[src/rtl/vga_timing_gen_if.sv]
// Raster timing bundle from vga_timing_gen to the pixel colour stage and connector.
// Optional frame outputs are present only when VGA_FRAME_TICK_EN is defined.
interface vga_timing_gen_if;
    logic       pixTick;
    logic [9:0] hCount;
    logic [9:0] vCount;
    logic       hSync;
    logic       vSync;
    logic       bright;
`ifdef VGA_FRAME_TICK_EN
    logic       frameTick;
    logic [7:0] frameCount;
`endif

    modport master (
        output pixTick, hCount, vCount, hSync, vSync, bright
`ifdef VGA_FRAME_TICK_EN
        , output frameTick, frameCount
`endif
    );

    modport slave (
        input pixTick, hCount, vCount, hSync, vSync, bright
`ifdef VGA_FRAME_TICK_EN
        , input frameTick, frameCount
`endif
    );
endinterface

[src/rtl/vga_timing_gen.sv]
// VGA raster timing generator: pixel-rate enable, h/v counters, active-low syncs and
// the active-video flag. Syncs and bright are registered from the next-state counters
// so they line up with the counters presented in the same cycle.
// Optional feature macro: VGA_FRAME_TICK_EN adds frameTick/frameCount.
module vga_timing_gen #(
    parameter int unsigned CLK_DIV     = 4,
    parameter int unsigned H_TOTAL     = 800,
    parameter int unsigned V_TOTAL     = 525,
    parameter int unsigned H_SYNC      = 96,
    parameter int unsigned V_SYNC      = 2,
    parameter int unsigned H_ACT_START = 144,
    parameter int unsigned H_ACT_END   = 783,
    parameter int unsigned V_ACT_START = 35,
    parameter int unsigned V_ACT_END   = 514
) (
    input  logic              clk,
    input  logic              reset,
    vga_timing_gen_if.master  vga
);

    localparam int unsigned CNT_W = 10;
    localparam int unsigned DIV_W = (CLK_DIV > 1) ? $clog2(CLK_DIV) : 1;

    localparam logic [DIV_W-1:0] DIV_LAST  = DIV_W'(CLK_DIV - 1);
    localparam logic [CNT_W-1:0] H_LAST    = CNT_W'(H_TOTAL - 1);
    localparam logic [CNT_W-1:0] V_LAST    = CNT_W'(V_TOTAL - 1);
    localparam logic [CNT_W-1:0] H_SYNC_C  = CNT_W'(H_SYNC);
    localparam logic [CNT_W-1:0] V_SYNC_C  = CNT_W'(V_SYNC);
    localparam logic [CNT_W-1:0] H_ACT_S_C = CNT_W'(H_ACT_START);
    localparam logic [CNT_W-1:0] H_ACT_E_C = CNT_W'(H_ACT_END);
    localparam logic [CNT_W-1:0] V_ACT_S_C = CNT_W'(V_ACT_START);
    localparam logic [CNT_W-1:0] V_ACT_E_C = CNT_W'(V_ACT_END);

    logic [DIV_W-1:0] div_cnt;
    logic [CNT_W-1:0] h_count;
    logic [CNT_W-1:0] v_count;
    logic [CNT_W-1:0] h_next;
    logic [CNT_W-1:0] v_next;
    logic             h_sync;
    logic             v_sync;
    logic             bright;
    logic             pix_tick_c;

    assign pix_tick_c = (div_cnt == DIV_LAST);

    // Next raster position; counters move only on pixel ticks.
    always_comb begin
        h_next = h_count;
        v_next = v_count;
        if (pix_tick_c) begin
            if (h_count == H_LAST) begin
                h_next = '0;
                if (v_count == V_LAST) begin
                    v_next = '0;
                end else begin
                    v_next = v_count + CNT_W'(1);
                end
            end else begin
                h_next = h_count + CNT_W'(1);
            end
        end
    end

    // Divider, counters and sync/bright registers decoded from the next position.
    always_ff @(posedge clk) begin
        if (reset) begin
            div_cnt <= '0;
            h_count <= '0;
            v_count <= '0;
            h_sync  <= 1'b0;
            v_sync  <= 1'b0;
            bright  <= 1'b0;
        end else begin
            div_cnt <= pix_tick_c ? '0 : div_cnt + DIV_W'(1);
            h_count <= h_next;
            v_count <= v_next;
            h_sync  <= (h_next >= H_SYNC_C);
            v_sync  <= (v_next >= V_SYNC_C);
            bright  <= (h_next >= H_ACT_S_C) && (h_next <= H_ACT_E_C) &&
                       (v_next >= V_ACT_S_C) && (v_next <= V_ACT_E_C);
        end
    end

    assign vga.pixTick = pix_tick_c;
    assign vga.hCount  = h_count;
    assign vga.vCount  = v_count;
    assign vga.hSync   = h_sync;
    assign vga.vSync   = v_sync;
    assign vga.bright  = bright;

`ifdef VGA_FRAME_TICK_EN
    logic       frame_tick;
    logic [7:0] frame_count;
    logic       frame_wrap_c;

    assign frame_wrap_c = pix_tick_c && (h_count == H_LAST) && (v_count == V_LAST);

    // One-clk pulse after the (last, last) -> (0, 0) edge, plus a free-running frame count.
    always_ff @(posedge clk) begin
        if (reset) begin
            frame_tick  <= 1'b0;
            frame_count <= '0;
        end else begin
            frame_tick <= frame_wrap_c;
            if (frame_wrap_c) begin
                frame_count <= frame_count + 8'(1);
            end
        end
    end

    assign vga.frameTick  = frame_tick;
    assign vga.frameCount = frame_count;
`endif

endmodule

[src/flat_wrapper.sv]
// flat-port wrapper written by rule: the top's interface ports become plain ports
module vga_timing_gen_flat 
#(
    parameter int unsigned CLK_DIV     = 4,
    parameter int unsigned H_TOTAL     = 800,
    parameter int unsigned V_TOTAL     = 525,
    parameter int unsigned H_SYNC      = 96,
    parameter int unsigned V_SYNC      = 2,
    parameter int unsigned H_ACT_START = 144,
    parameter int unsigned H_ACT_END   = 783,
    parameter int unsigned V_ACT_START = 35,
    parameter int unsigned V_ACT_END   = 514
)
  (clk, reset, vga_pixTick, vga_hCount, vga_vCount, vga_hSync, vga_vSync, vga_bright);
  vga_timing_gen_if vga_i ();
  input  logic clk;
  input  logic reset;
  output wire logic [$bits(vga_i.pixTick)-1:0] vga_pixTick;
  output wire logic [$bits(vga_i.hCount)-1:0] vga_hCount;
  output wire logic [$bits(vga_i.vCount)-1:0] vga_vCount;
  output wire logic [$bits(vga_i.hSync)-1:0] vga_hSync;
  output wire logic [$bits(vga_i.vSync)-1:0] vga_vSync;
  output wire logic [$bits(vga_i.bright)-1:0] vga_bright;
  assign vga_pixTick = vga_i.pixTick;
  assign vga_hCount = vga_i.hCount;
  assign vga_vCount = vga_i.vCount;
  assign vga_hSync = vga_i.hSync;
  assign vga_vSync = vga_i.vSync;
  assign vga_bright = vga_i.bright;
  vga_timing_gen #(.CLK_DIV(CLK_DIV), .H_TOTAL(H_TOTAL), .V_TOTAL(V_TOTAL), .H_SYNC(H_SYNC), .V_SYNC(V_SYNC), .H_ACT_START(H_ACT_START), .H_ACT_END(H_ACT_END), .V_ACT_START(V_ACT_START), .V_ACT_END(V_ACT_END)) u_core (.clk(clk), .reset(reset), .vga(vga_i));
endmodule
[config.mk]
export PLATFORM = sky130hd
export DESIGN_NAME = vga_timing_gen_flat
export DESIGN_NICKNAME = d
export VERILOG_FILES = /design/src/rtl/vga_timing_gen_if.sv /design/src/rtl/vga_timing_gen.sv /design/src/flat_wrapper.sv
export SDC_FILE = /design/constraint.sdc
export NUM_CORES = 1
export LEC_CHECK = 0
export CAP_MARGIN = 20
export CORE_MARGIN = 2
export CORE_UTILIZATION = 40
export DETAILED_ROUTE_END_ITERATION = 10
export PLACE_DENSITY = 0.72
export SLEW_MARGIN = 30
export SYNTH_ARGS = -nofsm -noshare
export SYNTH_HDL_FRONTEND = slang
export SYNTH_SLANG_ARGS = --single-unit
[constraint.sdc]
create_clock -name clk -period 3.3 [get_ports clk]
set_input_delay 0.33 -clock clk [delete_from_list [all_inputs] [get_ports clk]]
set_output_delay 0.33 -clock clk [all_outputs]
set_load 0.005 [all_outputs]
==> results of run 1 <==
cell families (layout without fill, tap and decap cells):
kind of cell | after synthesis | count (layout) | share of synthesized area (%)
DFF | 25 | 25 | 33.6
buffers and inverters | 14 | 36 | 3.95
muxes | 1 | 1 | 0.756
and+or+nand+nor | 85 | 85 | 35.7
AOI/OAI and AO/OA | 40 | 40 | 19.1
xor gates and xnor gates | 6 | 6 | 3.53
adders and majority gates | 4 | 4 | 3.36
layout make-up:
class / count / area share [%]
Multi-Input combinational cell: 136 / 51.0
Sequential cell: 25 / 27.4
Timing Repair Buffer: 28 / 15.0
Tap cell: 48 / 3.29
Clock buffer: 4 / 2.47
Inverter: 4 / 0.823
worst max-delay path by stage:
stage | from | endpoint | slack, ns
final | u_core.vga.hCount[0]$_SDFF_PP0_ | u_core.vga.bright$_SDFF_PP0_ | 0.39
after global routing | u_core.vga.hCount[0]$_SDFF_PP0_ | u_core.vga.bright$_SDFF_PP0_ | 0.23
after CTS | u_core.vga.hCount[0]$_SDFF_PP0_ | u_core.vga.bright$_SDFF_PP0_ | 0.40
after detailed placement | u_core.vga.hCount[0]$_SDFF_PP0_ | u_core.vga.bright$_SDFF_PP0_ | 0.43
after global placement | u_core.vga.hCount[0]$_SDFF_PP0_ | u_core.vga.bright$_SDFF_PP0_ | 0.50
after floorplan | u_core.div_cnt[0]$_SDFF_PP0_ | u_core.vga.bright$_SDFF_PP0_ | 0.54
sequential cells by signal (all words and copies together), names as in the netlist:
| signal | count |
|---|---|
| u_core.vga.vSync | 1 |
| u_core.vga.bright | 1 |
| u_core.vga.hSync | 1 |
| u_core.div_cnt | 2 |
| u_core.vga.vCount | 10 |
| u_core.vga.hCount | 10 |
cell usage after synthesis (all sizes together) (3+ instances only):
cell    number  area share [%]
nand4        5             2.1
dfxtp       25              34
xor2         4             2.4
buf          5             1.7
ha           4             3.4
and3         4             1.7
o31a         3             1.8
clkbuf       5             1.3
nor2b        3             1.3
nand2        6             1.5
o21ai        5             1.7
nor3b        6             3.8
a31oi        5             2.1
a21oi        8             2.7
nor3         8             3.8
inv          4             1.0
nor2        20             5.0
nor4         5             2.1
o21a         4             2.0
or4          3             1.8
nand3       11             4.5
worst max-delay path, stage by stage (launching register included):
cell	delay, ns
dfxtp_1	0.39
ha_1	0.25
nand3_1	0.24
nor4_1	0.41
mux2_1	0.38
or4_1	0.55
or4b_1	0.47
a31oi_1	0.16
power by group:
group	internal, uW	total (uW)	switching, uW	leakage, uW
registers	308	312	4.35	0.000202
logic	20.6	39.2	18.6	0.000365
clock network	86.2	179	92.7	0.0000228
total	415	530	116	0.000590
cells in the final DEF (no fill, tap or decap), types with 2 or more instances in the layout:
cell / n
nand3_1: 10
clkdlybuf4s50_1: 25
nor2b_1: 3
nor3b_1: 5
dfxtp_1: 25
nor4_1: 5
ha_1: 4
clkbuf_8: 3
a41oi_1: 2
o31a_1: 3
a31oi_1: 5
a21oi_1: 8
nand4_1: 5
a311o_1: 2
and3_1: 4
xnor2_1: 2
a211oi_1: 2
and3b_1: 2
o21ai_0: 4
inv_1: 4
xor2_1: 4
nor2_1: 20
buf_4: 3
nor3_1: 6
or4_1: 2
o21a_1: 4
nand2_1: 6
routing by layer:
layer  share of wire (%)  wire length, um  track usage, %
met4                0.55               19            4.95
met5                   0                0               0
met2                  47             1650            29.4
met1                  49             1690            24.8
met3                 3.2              112            2.26
metrics by stage:
stage / total power, uW / setup slack (ns) / utilization [%] / hold slack, ns / instances
6_report: 530 / 0.394 / 50.2 / 0.425 / 245
5_1_grt: 562 / 0.233 / 50.2 / 0.465 / 245
4_1_cts: 539 / 0.400 / 50.2 / 0.429 / 245
3_5_place_dp: 358 / 0.430 / 49.0 / 0.416 / 241
3_3_place_gp: 358 / 0.500 / 49.0 / 0.412 / 241
2_1_floorplan: 343 / 0.544 / - / 0.404 / 175
==> impl_metrics.json, run 1 <==
{
  "status": "completed",
  "io_pins": 26,
  "reg2reg_depth": 7,
  "max_freq_mhz": 344,
  "tns_ns": 0,
  "wl_per_cell_um": 14.2,
  "design_area_sq_um": 1820,
  "r2r_start": "u_core.vga.hCount[0]$_SDFF_PP0_",
  "clockRootBuffer": "clkbuf_8",
  "relSlewSlack_pct": 57.2,
  "drive_gt1_share_pct": 8.63,
  "clock_skew_ns": 0.00542,
  "hold_viol_final": 0,
  "powerDensity_nw_per_um2": 291,
  "synth_cell_types": 54,
  "area.sequential_sq_um": 500,
  "rr_endpoint": "u_core.vga.bright$_SDFF_PP0_",
  "die_area_sq_um": 4230,
  "setup_viol": 0,
  "grt_use_total_pct": 17.9,
  "antenna_found_initial": 0,
  "path_clk_slew_ns": 0.09,
  "holdPathStages": 1,
  "arrival_ns": 3.11,
  "worstMarginPinSlew_ns": 0.639,
  "gp_congestion": 0.775,
  "synthArstFlopShare_pct": 0,
  "first_pass_iters": 4,
  "cts.sinks": 25,
  "rsz0062_at_grt": "no",
  "synth_area_sq_um": 1490,
  "insertion_delay_ns": 0.26,
  "fin_crit_sh_pct": 88.0,
  "clock_path_buffers": 2,
  "cp.required_ns": 3.50,
  "cellLeakagePower_uw": 0.000590,
  "cts_tree": "built",
  "post-cts-setup-buffer-count": 0,
  "synth-seq-area-share_pct": 33.6,
  "syn_area_per_cell_sq_um": 8.52,
  "cts.htree.levels": 1,
  "core_sq_um": 3630,
  "critPathMaxFanout": 7,
  "grt_pass1_wl_mm": 6.09,
  "antenna_left": 0,
  "start_util_pct": 41.0,
  "cts_buffers": 3,
  "holdBufCountCts": 0,
  "fillers": 362,
  "placedInstanceArea_sq_um": 1780,
  "syn-num-nets": 181,
  "cp-start-kind": "register",
  "slew_violations": 0,
  "fin_nets": 204,
  "drt_wl_total_mm": 3.47,
  "ir_drop_uv": 147,
  "hpwl_mm": 2.59,
  "holdPathEnd": "u_core.div_cnt[0]$_SDFF_PP0_",
  "ys_dominant_reg_cell": "dfxtp_1",
  "area_delta_synth_final_pct": 22.4,
  "grt_pass1_vias": 1312,
  "drc": 0,
  "rows": 22,
  "dr.first_iter.drc_count": 82,
  "n_antenna_cell": 0,
  "worst_hold_path_type": "reg -> reg",
  "cts.repair.resized": 0,
  "num_vias": 1412,
  "synth_warnings": 0,
  "hp-start": "u_core.div_cnt[0]$_SDFF_PP0_",
  "synth_seq_cells": 25,
  "overflow": 0,
  "port_buffers": 25,
  "die_h_um": 65.0,
  "max_cap_violations": 0,
  "syn_inst": 175,
  "multi_input_area_sq_um": 931,
  "endpoint_kind": "register",
  "avgViaCountPerCell": 5.76,
  "period_needed_ns": 2.91,
  "synth_edf_count": 0,
  "grt_max_degree": 17,
  "worstSetupPathType": "reg -> reg",
  "die_w_um": 65.0,
  "rrSetupSlack_ns": 0.39
}
No activity file was read; power rests on OpenSTA's default activity.
==> run 2, diff against run 1 <==
--- a/config.mk
+++ b/config.mk
@@ -5,12 +5,11 @@
 export SDC_FILE = /design/constraint.sdc
 export NUM_CORES = 1
 export LEC_CHECK = 0
-export CAP_MARGIN = 20
 export CORE_MARGIN = 2
 export CORE_UTILIZATION = 40
 export DETAILED_ROUTE_END_ITERATION = 10
+export GPL_ROUTABILITY_DRIVEN = 0
 export PLACE_DENSITY = 0.72
-export SLEW_MARGIN = 30
 export SYNTH_ARGS = -nofsm -noshare
 export SYNTH_HDL_FRONTEND = slang
 export SYNTH_SLANG_ARGS = --single-unit
==> results of run 2 <==
The final DEF is identical to that of run 1; final timing and power are the same.
